--- src/rtl/dark_channel_prep.sv ---
// Dark-channel front end: dark = min(R,G,B), emits A - dark and A, tracks A per frame.
// Optional HMIN3_EN: windowed 3-tap horizontal min of dark on the output path.
module dark_channel_prep #(
  parameter int PIX_W  = 8,
  parameter int A_INIT = 200,
  parameter int A_MIN  = 16
) (
  input  logic             clk,
  input  logic             rst_n,
  input  logic             in_valid,
  output logic             in_ready,
  input  logic [PIX_W-1:0] in_r,
  input  logic [PIX_W-1:0] in_g,
  input  logic [PIX_W-1:0] in_b,
  input  logic             in_sof,
  input  logic             in_sol,
  input  logic             in_eof,
  output logic             out_valid,
  input  logic             out_ready,
  output logic [PIX_W-1:0] out_dark_diff,
  output logic [PIX_W-1:0] out_denominator,
  output logic             out_eof,
  output logic [PIX_W-1:0] a_cur,
  output logic             frame_err
);

  localparam logic [PIX_W-1:0] A_INIT_V = PIX_W'(A_INIT);
  localparam logic [PIX_W-1:0] A_MIN_V  = PIX_W'(A_MIN);

  typedef enum logic [1:0] {IDLE, ACTIVE, UPDATE} state_t;

  state_t           state_reg, state_next;
  logic [PIX_W-1:0] frame_max_reg, frame_max_next;
  logic [PIX_W-1:0] a_cur_reg, a_cur_next;
  logic             frame_err_reg, frame_err_next;

  logic             advance;
  logic             accept;
  logic [PIX_W-1:0] rg_min;
  logic [PIX_W-1:0] pix_dark;
  logic [PIX_W-1:0] win_dark;

  logic             s1_valid_reg;
  logic [PIX_W-1:0] s1_dark_reg;
  logic [PIX_W-1:0] s1_a_reg;
  logic             s1_eof_reg;

  logic             out_valid_reg;
  logic [PIX_W-1:0] out_dark_diff_reg;
  logic [PIX_W-1:0] out_denominator_reg;
  logic             out_eof_reg;

  // Whole pipeline moves together; it only stalls when the output word is stuck.
  assign advance  = !out_valid_reg || out_ready;
  assign in_ready = rst_n && advance && (state_reg != UPDATE);
  assign accept   = in_valid && in_ready;

  assign rg_min   = (in_r < in_g) ? in_r : in_g;
  assign pix_dark = (rg_min < in_b) ? rg_min : in_b;

`ifdef HMIN3_EN
  logic [PIX_W-1:0] h1_reg, h2_reg;
  logic             h1_vld_reg, h2_vld_reg;

  // History taps only count inside the current line; in_sol starts a fresh window.
  always_comb begin
    win_dark = pix_dark;
    if (!in_sol) begin
      if (h1_vld_reg && (h1_reg < win_dark)) win_dark = h1_reg;
      if (h2_vld_reg && (h2_reg < win_dark)) win_dark = h2_reg;
    end
  end

  always_ff @(posedge clk or negedge rst_n) begin
    if (!rst_n) begin
      h1_reg     <= '0;
      h2_reg     <= '0;
      h1_vld_reg <= 1'b0;
      h2_vld_reg <= 1'b0;
    end else if (accept) begin
      h1_reg     <= pix_dark;
      h1_vld_reg <= 1'b1;
      h2_reg     <= h1_reg;
      h2_vld_reg <= in_sol ? 1'b0 : h1_vld_reg;
    end
  end
`else
  logic unused_sol;
  assign unused_sol = in_sol;
  assign win_dark   = pix_dark;
`endif

  // Frame tracking uses the unwindowed per-pixel dark.
  always_comb begin
    state_next     = state_reg;
    frame_max_next = frame_max_reg;
    a_cur_next     = a_cur_reg;
    frame_err_next = frame_err_reg;
    case (state_reg)
      IDLE: begin
        if (accept) begin
          if (in_sof) begin
            frame_max_next = pix_dark;
            state_next     = in_eof ? UPDATE : ACTIVE;
          end else begin
            frame_err_next = 1'b1;
          end
        end
      end
      ACTIVE: begin
        if (accept) begin
          if (in_sof) begin
            frame_max_next = pix_dark;
            frame_err_next = 1'b1;
          end else if (pix_dark > frame_max_reg) begin
            frame_max_next = pix_dark;
          end
          if (in_eof) state_next = UPDATE;
        end
      end
      UPDATE: begin
        a_cur_next = (frame_max_reg > A_MIN_V) ? frame_max_reg : A_MIN_V;
        state_next = IDLE;
      end
      default: state_next = IDLE;
    endcase
  end

  always_ff @(posedge clk or negedge rst_n) begin
    if (!rst_n) begin
      state_reg     <= IDLE;
      frame_max_reg <= '0;
      a_cur_reg     <= A_INIT_V;
      frame_err_reg <= 1'b0;
    end else begin
      state_reg     <= state_next;
      frame_max_reg <= frame_max_next;
      a_cur_reg     <= a_cur_next;
      frame_err_reg <= frame_err_next;
    end
  end

  // A is captured with the pixel so a later update cannot touch words in flight.
  always_ff @(posedge clk or negedge rst_n) begin
    if (!rst_n) begin
      s1_valid_reg <= 1'b0;
      s1_dark_reg  <= '0;
      s1_a_reg     <= '0;
      s1_eof_reg   <= 1'b0;
    end else if (advance) begin
      s1_valid_reg <= accept;
      if (accept) begin
        s1_dark_reg <= win_dark;
        s1_a_reg    <= a_cur_reg;
        s1_eof_reg  <= in_eof;
      end
    end
  end

  always_ff @(posedge clk or negedge rst_n) begin
    if (!rst_n) begin
      out_valid_reg       <= 1'b0;
      out_dark_diff_reg   <= '0;
      out_denominator_reg <= '0;
      out_eof_reg         <= 1'b0;
    end else if (advance) begin
      out_valid_reg <= s1_valid_reg;
      if (s1_valid_reg) begin
        out_dark_diff_reg   <= (s1_dark_reg >= s1_a_reg) ? '0 : (s1_a_reg - s1_dark_reg);
        out_denominator_reg <= s1_a_reg;
        out_eof_reg         <= s1_eof_reg;
      end
    end
  end

  assign out_valid       = out_valid_reg;
  assign out_dark_diff   = out_dark_diff_reg;
  assign out_denominator = out_denominator_reg;
  assign out_eof         = out_eof_reg;
  assign a_cur           = a_cur_reg;
  assign frame_err       = frame_err_reg;

endmodule

--- config.mk ---
export PLATFORM = sky130hd
export DESIGN_NAME = dark_channel_prep
export DESIGN_NICKNAME = d
export VERILOG_FILES = /design/src/rtl/dark_channel_prep.sv
export SDC_FILE = /design/constraint.sdc
export NUM_CORES = 1
export LEC_CHECK = 0
export CAP_MARGIN = 5
export CORE_ASPECT_RATIO = 1.5
export CORE_UTILIZATION = 50
export DETAILED_ROUTE_END_ITERATION = 16
export PLACE_DENSITY = 0.76
export SYNTH_ARGS = -nofsm -noshare
export SYNTH_HDL_FRONTEND = slang
export SYNTH_SLANG_ARGS = --single-unit
--- constraint.sdc ---
create_clock -name clk -period 2.55 [get_ports clk]
set_input_delay 0.51 -clock clk [delete_from_list [all_inputs] [get_ports clk]]
set_output_delay 0.51 -clock clk [all_outputs]
set_load 0.02 [all_outputs]
==> summary.json, run 1 <==
{
  "grt_max_degree": {"value": 56},
  "maxCapViolations": {"value": 0},
  "drc": {"value": 0},
  "row_count": {"value": 35},
  "layout.core_utilization": {"value": 0.792},
  "clkLatencyLatePin": {"value": 0.30, "unit": "ns"},
  "crit_path_start": {"value": "in_r[1]"},
  "final_common_cell": {"value": "buf_4"},
  "clock-sinks": {"value": 55},
  "synth_edf_count": {"value": 0},
  "floorplan.die.height": {"value": 101, "unit": "um"},
  "num_io_pins": {"value": 59},
  "power.clock.fraction": {"value": 0.096},
  "netlist_instances": {"value": 338},
  "powerDensity": {"value": 943, "unit": "mW/mm2"},
  "synthesis.nets": {"value": 400},
  "postCtsHoldBufs": {"value": 0},
  "floorplan.core_area": {"value": 0.00626, "unit": "mm2"},
  "post_synth_instance_area": {"value": 0.00330, "unit": "mm2"},
  "timing.setup.critical_path_class": {"value": "input pin to flop"},
  "static-leakage-power": {"value": 2.32, "unit": "nW"},
  "ys_dominant_reg_cell": {"value": "dfrtp_1"},
  "cts_buffer_depth": {"value": 2},
  "tritoncts_clock_tree": {"value": "done"},
  "layout.cells.most_common_list": {"value": "buf_4 (57), nand2_1 (54), dfrtp_1 (52), clkdlybuf4s50_1 (40), inv_1 (25)"},
  "placed_instance_area": {"value": 0.00456, "unit": "mm2"},
  "min_path_type": {"value": "input pin to async pin"},
  "number_of_antenna_violations_at_the_first_check_in_global_routing": {"value": 0},
  "part_of_the_cycle_the_worst_path_needs": {"value": 1.82},
  "worst_slew_pin_slew": {"value": 0.670, "unit": "ns"},
  "globalRouteOverflowTotal": {"value": 0},
  "ys_seq_area_frac": {"value": 0.418},
  "clk_pin_slew": {"value": 0.09, "unit": "ns"},
  "avgRoutedWirePerCell": {"value": 16.2, "unit": "um"},
  "num_antenna_cells": {"value": 0},
  "worstSetupEndpoint": {"value": "frame_max_reg[4]"},
  "post_route_cell_area": {"value": 0.00496, "unit": "mm2"},
  "synthDistinctLibCells": {"value": 50},
  "timing.critical_path.arrival": {"value": 4.84, "unit": "ns"},
  "max-vdd-ir-drop": {"value": 0.382, "unit": "mV"},
  "htreeDepth": {"value": 2},
  "finalWorstPathRequiredPeriod": {"value": 4.64, "unit": "ns"},
  "initial_utilization": {"value": 0.527},
  "place_congestion": {"value": 0.880},
  "first_pass_iters": {"value": 4},
  "seq_power_share": {"value": 0.316},
  "final.setup_skew": {"value": 0.00637, "unit": "ns"},
  "worst_reg_to_reg_path_cell_count": {"value": 11},
  "timing.fmax": {"value": 216, "unit": "MHz"},
  "ant_nets": {"value": 0},
  "critPathMaxFanout": {"value": 8},
  "final-hold-violation-count": {"value": 0},
  "area_overhead_of_the_layout_relative_to_synthesis": {"value": 50.5, "unit": "%"},
  "post_synth.cell_area_avg": {"value": 9.76, "unit": "um2"},
  "end_kind": {"value": "flop"},
  "outcome": {"value": "complete, but fails checks"},
  "switching_power": {"value": 1.90, "unit": "mW"},
  "violations": {"value": "setup timing"},
  "number_of_global_route_vias_before_repair": {"value": 3072},
  "finalPower": {"value": 4.68, "unit": "mW"},
  "sw_frac_of_total": {"value": 0.406},
  "final-setup-viol-count": {"value": 16},
  "required": {"value": 2.75, "unit": "ns"},
  "multiInputGateArea": {"value": 0.00221, "unit": "mm2"},
  "track_usage": {"value": 0.255},
  "nets": {"value": 521},
  "ys.warnings.count": {"value": 0},
  "internal_power": {"value": 2.78, "unit": "mW"},
  "cts_made_buffers": {"value": 5},
  "routed_via_density": {"value": 5.58},
  "launch_instance_of_the_worst_register_to_register_path": {"value": "s1_a_reg[0]"},
  "port_buffers": {"value": 57},
  "hold_ws": {"value": 0.376, "unit": "ns"},
  "rr_endpoint": {"value": "out_dark_diff[6]"},
  "seq_area": {"value": 0.00138, "unit": "mm2"},
  "proportion_of_layout_cells_with_a_drive_suffix_above_1": {"value": 0.391},
  "finalMaxSlewViolations": {"value": 0},
  "fill_cells": {"value": 399},
  "fp.dieArea": {"value": 0.00693, "unit": "mm2"},
  "synth-seq-cells": {"value": 55},
  "fp.dieW": {"value": 68.3, "unit": "um"},
  "start_kind": {"value": "input pin"},
  "grt_pass1_wl": {"value": 13.4, "unit": "mm"},
  "setup_repair_after_global_routing_missed_its_margin": {"value": "yes"},
  "postSynth.asyncResetShare": {"value": 1.00},
  "relative_contribution_of_combinational_cells_to_total_power": {"value": 0.588},
  "routed_wire_length": {"value": 8.66, "unit": "mm"},
  "slew_headroom": {"value": 0.553},
  "dr.first_iter.drc_count": {"value": 145},
  "clock_tree.root_cell": {"value": "clkbuf_8"},
  "r2r_slack": {"value": 0.10, "unit": "ns"},
  "vias_after_detailed_routing": {"value": 2978},
  "detailed_placer_s_ending_hpwl": {"value": 6.27, "unit": "mm"},
  "final.setup.worst_slack": {"value": -2.09, "unit": "ns"}
}
[power groups by stage]
stage          logic [mW]  clock network (mW)  registers, mW
6_report             2.75               0.449           1.48
5_1_grt              2.98               0.481           1.53
4_1_cts              2.54               0.460           1.46
3_5_place_dp         2.42                   0           1.47
3_3_place_gp         2.35                   0           1.46
2_1_floorplan        1.30                   0           1.63
[worst max-delay path: stages]
cell and delay (ns):
buf_8 0.10, ha_4 0.23, a2111oi_4 0.36, o31a_4 0.26, mux2_4 0.34, ha_4 0.24
a21o_1 0.20, a221oi_4 0.40, a21oi_2 0.12, mux2_4 0.37, nor3_4 0.15, nor2_1 0.07
ha_1 0.31, a21o_1 0.16, a211o_1 0.35, o221ai_4 0.30, buf_12 0.20, nand2_2 0.07
o31ai_2 0.08
[synth_stat cells, drive strengths merged, types with 2 or more instances]
master | number | share of area
a2111oi | 2 | 0.0076
a21o | 6 | 0.014
a21oi | 18 | 0.027
a22o | 4 | 0.011
and2 | 2 | 0.0046
clkbuf | 7 | 0.0080
dfrtp | 52 | 0.39
dfstp | 3 | 0.024
ha | 30 | 0.11
inv | 32 | 0.036
mux2 | 16 | 0.056
mux2i | 2 | 0.0072
nand2 | 63 | 0.072
nand2b | 4 | 0.0076
nand3 | 3 | 0.0046
nand4 | 4 | 0.0095
nor2 | 12 | 0.014
nor2b | 2 | 0.0038
nor3 | 11 | 0.027
o21a | 5 | 0.011
o21ai | 14 | 0.022
o31a | 2 | 0.0057
o31ai | 21 | 0.052
or2 | 2 | 0.0038
xnor2 | 6 | 0.016
[timing repair]
action,in CTS,in global routing
cloned,1,0
resized for setup,67,55
setup buffers,5,3
hold endpoints to repair,0,0
setup endpoints to repair,16,24
pin swaps,22,33
[layer usage]
| metal | global-route usage | vias to the layer above | wire length (um) |
|---|---|---|---|
| met5 | 0 | - | 0 |
| met4 | 0.123 | 0 | 414 |
| met3 | 0.0214 | 31 | 222 |
| met2 | 0.508 | 90 | 4990 |
| met1 | 0.245 | 1426 | 3030 |
| li1 | - | 1431 | - |
[cells by family after synthesis]
kind of cell | after synthesis | synth area share
DFF | 55 | 0.418
and+or+nand+nor | 106 | 0.153
adders and majority gates | 31 | 0.120
xor gates and xnor gates | 6 | 0.0159
AOI/OAI and AO/OA | 82 | 0.182
muxes | 18 | 0.0630
buffers and inverters | 40 | 0.0478
[through the flow]
step | setup TNS (ns) | std cells | worst slack (ns)
floorplan | -22.26 | 338 | -2.02
global placement | -34.92 | 517 | -2.71
detailed placement | -35.80 | 517 | -2.80
CTS | -23.42 | 531 | -2.02
global route | -26.08 | 534 | -2.27
finish | -23.67 | 534 | -2.09
[final cells by class]
type / count / share of cell area
clock inverter: 3 / 0.00303
sequential: 55 / 0.278
inverter: 32 / 0.0272
tap: 74 / 0.0187
clock buffer: 5 / 0.0139
timing repair buffer: 122 / 0.214
multi-input combinational: 243 / 0.445
[worst min-delay path by stage]
stage	slack [ns]	depth (start not counted)	to
2_1_floorplan	0.21	0	a_cur[0]
3_3_place_gp	0.44	1	frame_err
3_5_place_dp	0.45	1	frame_err
4_1_cts	0.41	2	out_valid
5_1_grt	0.45	2	out_valid
6_report	0.38	2	out_valid
Note: power is estimated with default switching activity, not from simulation.
==> inputs of run 2 (changes only) <==
--- a/config.mk
+++ b/config.mk
@@ -5,11 +5,12 @@
 export SDC_FILE = /design/constraint.sdc
 export NUM_CORES = 1
 export LEC_CHECK = 0
-export CAP_MARGIN = 5
+export CAP_MARGIN = 30
 export CORE_ASPECT_RATIO = 1.5
 export CORE_UTILIZATION = 50
 export DETAILED_ROUTE_END_ITERATION = 16
-export PLACE_DENSITY = 0.76
+export DONT_BUFFER_PORTS = 1
+export PLACE_DENSITY = 0.65
 export SYNTH_ARGS = -nofsm -noshare
 export SYNTH_HDL_FRONTEND = slang
 export SYNTH_SLANG_ARGS = --single-unit
==> run 2 against run 1 <==
  * The run still ends with setup timing left
  * Flip-flop and latch count did not move
  * Count of clock-buffer cells in the layout up 2
  * First-iteration DRC count down 39%
==> summary.json, run 2 (synthesis gave the netlist of run 1 again) <==
{
  "grt_max_degree": {"value": 53, "change": "-5.4%"},
  "slew_headroom": {"value": 0.583, "change": "+0.0293"},
  "fp.dieArea": {"value": 0.00693, "unit": "mm2", "change": "unchanged"},
  "timing.critical_path.arrival": {"value": 4.60, "unit": "ns", "change": "-0.24 ns"},
  "placed_cell_count": {"value": 444, "change": "-14%"},
  "track_usage": {"value": 0.247, "change": "-0.00779"},
  "finalWorstPathRequiredPeriod": {"value": 4.39, "unit": "ns", "change": "-0.249 ns"},
  "final.setup.worst_slack": {"value": -1.84, "unit": "ns", "change": "+0.249 ns"},
  "floorplan.die.height": {"value": 101, "unit": "um", "change": "unchanged"},
  "setup_repair_after_global_routing_missed_its_margin": {"value": "yes"},
  "final_common_cell": {"value": "nand2_1"},
  "htreeDepth": {"value": 2, "change": "unchanged"},
  "final.setup_skew": {"value": 0.00786, "unit": "ns", "change": "+0.00148 ns"},
  "final-hold-violation-count": {"value": 0, "change": "unchanged"},
  "ant_nets": {"value": 0, "change": "unchanged"},
  "num_io_pins": {"value": 59, "change": "unchanged"},
  "port_buffers": {"value": 0, "change": "-100%"},
  "powerDensity": {"value": 965, "unit": "mW/mm2", "change": "+2.3%"},
  "required": {"value": 2.76, "unit": "ns", "change": "about the same"},
  "cp_slowest_cell": {"value": "a2111oi_4"},
  "min_path_type": {"value": "input pin to async pin"},
  "final-setup-viol-count": {"value": 16, "change": "unchanged"},
  "violations": {"value": "setup timing"},
  "number_of_antenna_violations_at_the_first_check_in_global_routing": {"value": 0, "change": "unchanged"},
  "start_kind": {"value": "input pin"},
  "nets": {"value": 451, "change": "-13%"},
  "clock_tree.root_cell": {"value": "clkbuf_8"},
  "routed_via_density": {"value": 5.66, "change": "+1.4%"},
  "worst_path_dominant_cell_family": {"value": "compound AO/OA/AOI/OAI gates"},
  "cts_made_buffers": {"value": 5, "change": "unchanged"},
  "timing.setup.tns": {"value": -19.65, "unit": "ns", "change": "+4.02 ns"},
  "timing.setup.critical_path_class": {"value": "input pin to flop"},
  "finalMaxSlewViolations": {"value": 0, "change": "unchanged"},
  "globalRouteOverflowTotal": {"value": 0, "change": "unchanged"},
  "dr.first_iter.drc_count": {"value": 88, "change": "-39%"},
  "worstPathCellList": {"value": "ha_4, a2111oi_4, o31a_4, mux2_4, ha_4, a21o_1, a221oi_4, a21oi_2, mux2_4, nor3_4, nor2_1, ha_1, nand3_2, buf_4, o31a_1, o221ai_4, buf_12, nand2_1, o31ai_2"},
  "max_stage_delay": {"value": 0.38, "unit": "ns", "change": "-0.02 ns"},
  "drc": {"value": 0, "change": "unchanged"},
  "outcome": {"value": "complete, but fails checks"},
  "vias_after_detailed_routing": {"value": 2624, "change": "-12%"},
  "layout.cells.most_common_list": {"value": "nand2_1 (59), dfrtp_1 (52), buf_4 (39), inv_1 (24), ha_1 (19)"},
  "place_ws": {"value": -2.46, "unit": "ns", "change": "+0.341 ns"},
  "max-vdd-ir-drop": {"value": 0.392, "unit": "mV", "change": "+2.7%"},
  "cts_buffer_depth": {"value": 2, "change": "unchanged"},
  "area_overhead_of_the_layout_relative_to_synthesis": {"value": 34.1, "unit": "%"},
  "initial_utilization": {"value": 0.527, "change": "unchanged"},
  "hold_ws": {"value": 0.0424, "unit": "ns", "change": "-0.334 ns"},
  "grt_pass1_wl": {"value": 12.6, "unit": "mm", "change": "-5.4%"},
  "clkLatencyLatePin": {"value": 0.30, "unit": "ns", "change": "about the same"},
  "worst_slew_pin_slew": {"value": 0.625, "unit": "ns", "change": "-0.0454 ns"},
  "floorplan.core_area": {"value": 0.00626, "unit": "mm2", "change": "unchanged"},
  "multiInputGateArea": {"value": 0.00224, "unit": "mm2", "change": "+1.2%"},
  "maxCapViolations": {"value": 0, "change": "unchanged"},
  "static-leakage-power": {"value": 2.05, "unit": "nW", "change": "-12%"},
  "timing.fmax": {"value": 228, "unit": "MHz", "change": "+5.7%"},
  "critPathMaxFanout": {"value": 16, "change": "+8"},
  "fill_cells": {"value": 473, "change": "+19%"},
  "number_of_global_route_vias_before_repair": {"value": 2745, "change": "-11%"},
  "first_pass_iters": {"value": 4, "change": "unchanged"},
  "routed_wire_length": {"value": 7.94, "unit": "mm", "change": "-8.3%"},
  "avgRoutedWirePerCell": {"value": 17.1, "unit": "um", "change": "+5.6%"},
  "end_kind": {"value": "flop"},
  "tritoncts_clock_tree": {"value": "done"},
  "proportion_of_layout_cells_with_a_drive_suffix_above_1": {"value": 0.387, "change": "-0.00412"},
  "place_congestion": {"value": 0.845, "change": "-4.0%"},
  "fp.dieW": {"value": 68.3, "unit": "um", "change": "unchanged"},
  "clk_pin_slew": {"value": 0.09, "unit": "ns", "change": "about the same"},
  "row_count": {"value": 35, "change": "unchanged"},
  "clock-sinks": {"value": 55, "change": "unchanged"},
  "seq_area": {"value": 0.00138, "unit": "mm2", "change": "unchanged"},
  "detailed_placer_s_ending_hpwl": {"value": 5.95, "unit": "mm", "change": "-5.1%"},
  "num_antenna_cells": {"value": 0, "change": "unchanged"},
  "critPathBufInv": {"value": 2, "change": "unchanged"},
  "final_cell_count_no_fill": {"value": 464, "change": "-13%"},
  "part_of_the_cycle_the_worst_path_needs": {"value": 1.72, "change": "-0.0977"}
}
## run 2: cell type report
class                   instances  area share
flip-flops and latches         55       0.312
clock inverters                 1     0.00113
well taps                      74      0.0209
multi-input cells             243       0.506
repair buffers                 52       0.110
clock buffers                   7      0.0195
inverters                      32      0.0311
## run 2: where the power goes
group	internal [mW]	total, mW	switching (mW)
sequential	1.22	1.70	0.478
clock	0.220	0.480	0.261
combinational	1.04	2.09	1.05
## run 2: worst paths after layout
check,from,endpoint,slack (ns),cells past startpoint
setup reg to reg,s1_a_reg[0],out_dark_diff[6],0.08,10
setup / recovery,in_r[1],frame_max_reg[7],-1.84,19
hold reg to reg,s1_dark_reg[5],s1_dark_reg[5],0.49,2
min in group clk,in_eof,state_reg[1],0.34,2
hold / removal,rst_n,a_cur[3],0.04,0
max in group asynchronous,rst_n,s1_a_reg[0],2.26,1
## run 2: metal layers
metal / up-vias / GRT usage / share of wire
li1: 1284 / - / -
met5: - / 0 / 0
met4: 0 / 0.117 / 0.039
met3: 21 / 0.0405 / 0.034
met2: 64 / 0.474 / 0.59
met1: 1255 / 0.244 / 0.34
## run 2: timing repair
item | in CTS | in global routing
pin swaps | 12 | 23
buffers inserted | 11 | 3
endpoints found under the setup margin | 16 | 24
gates resized for setup | 30 | 36
hold buffers | 1 | 0
hold endpoints to repair | 52 | 0
## run 2: through the flow
stage | area [um2] | total power [mW] | util
floorplan | 3520 | 2.93 | -
global placement | 3890 | 3.40 | 0.621
detailed placement | 3890 | 3.46 | 0.621
CTS | 4260 | 4.11 | 0.680
global route | 4420 | 4.59 | 0.706
finish | 4420 | 4.27 | 0.706
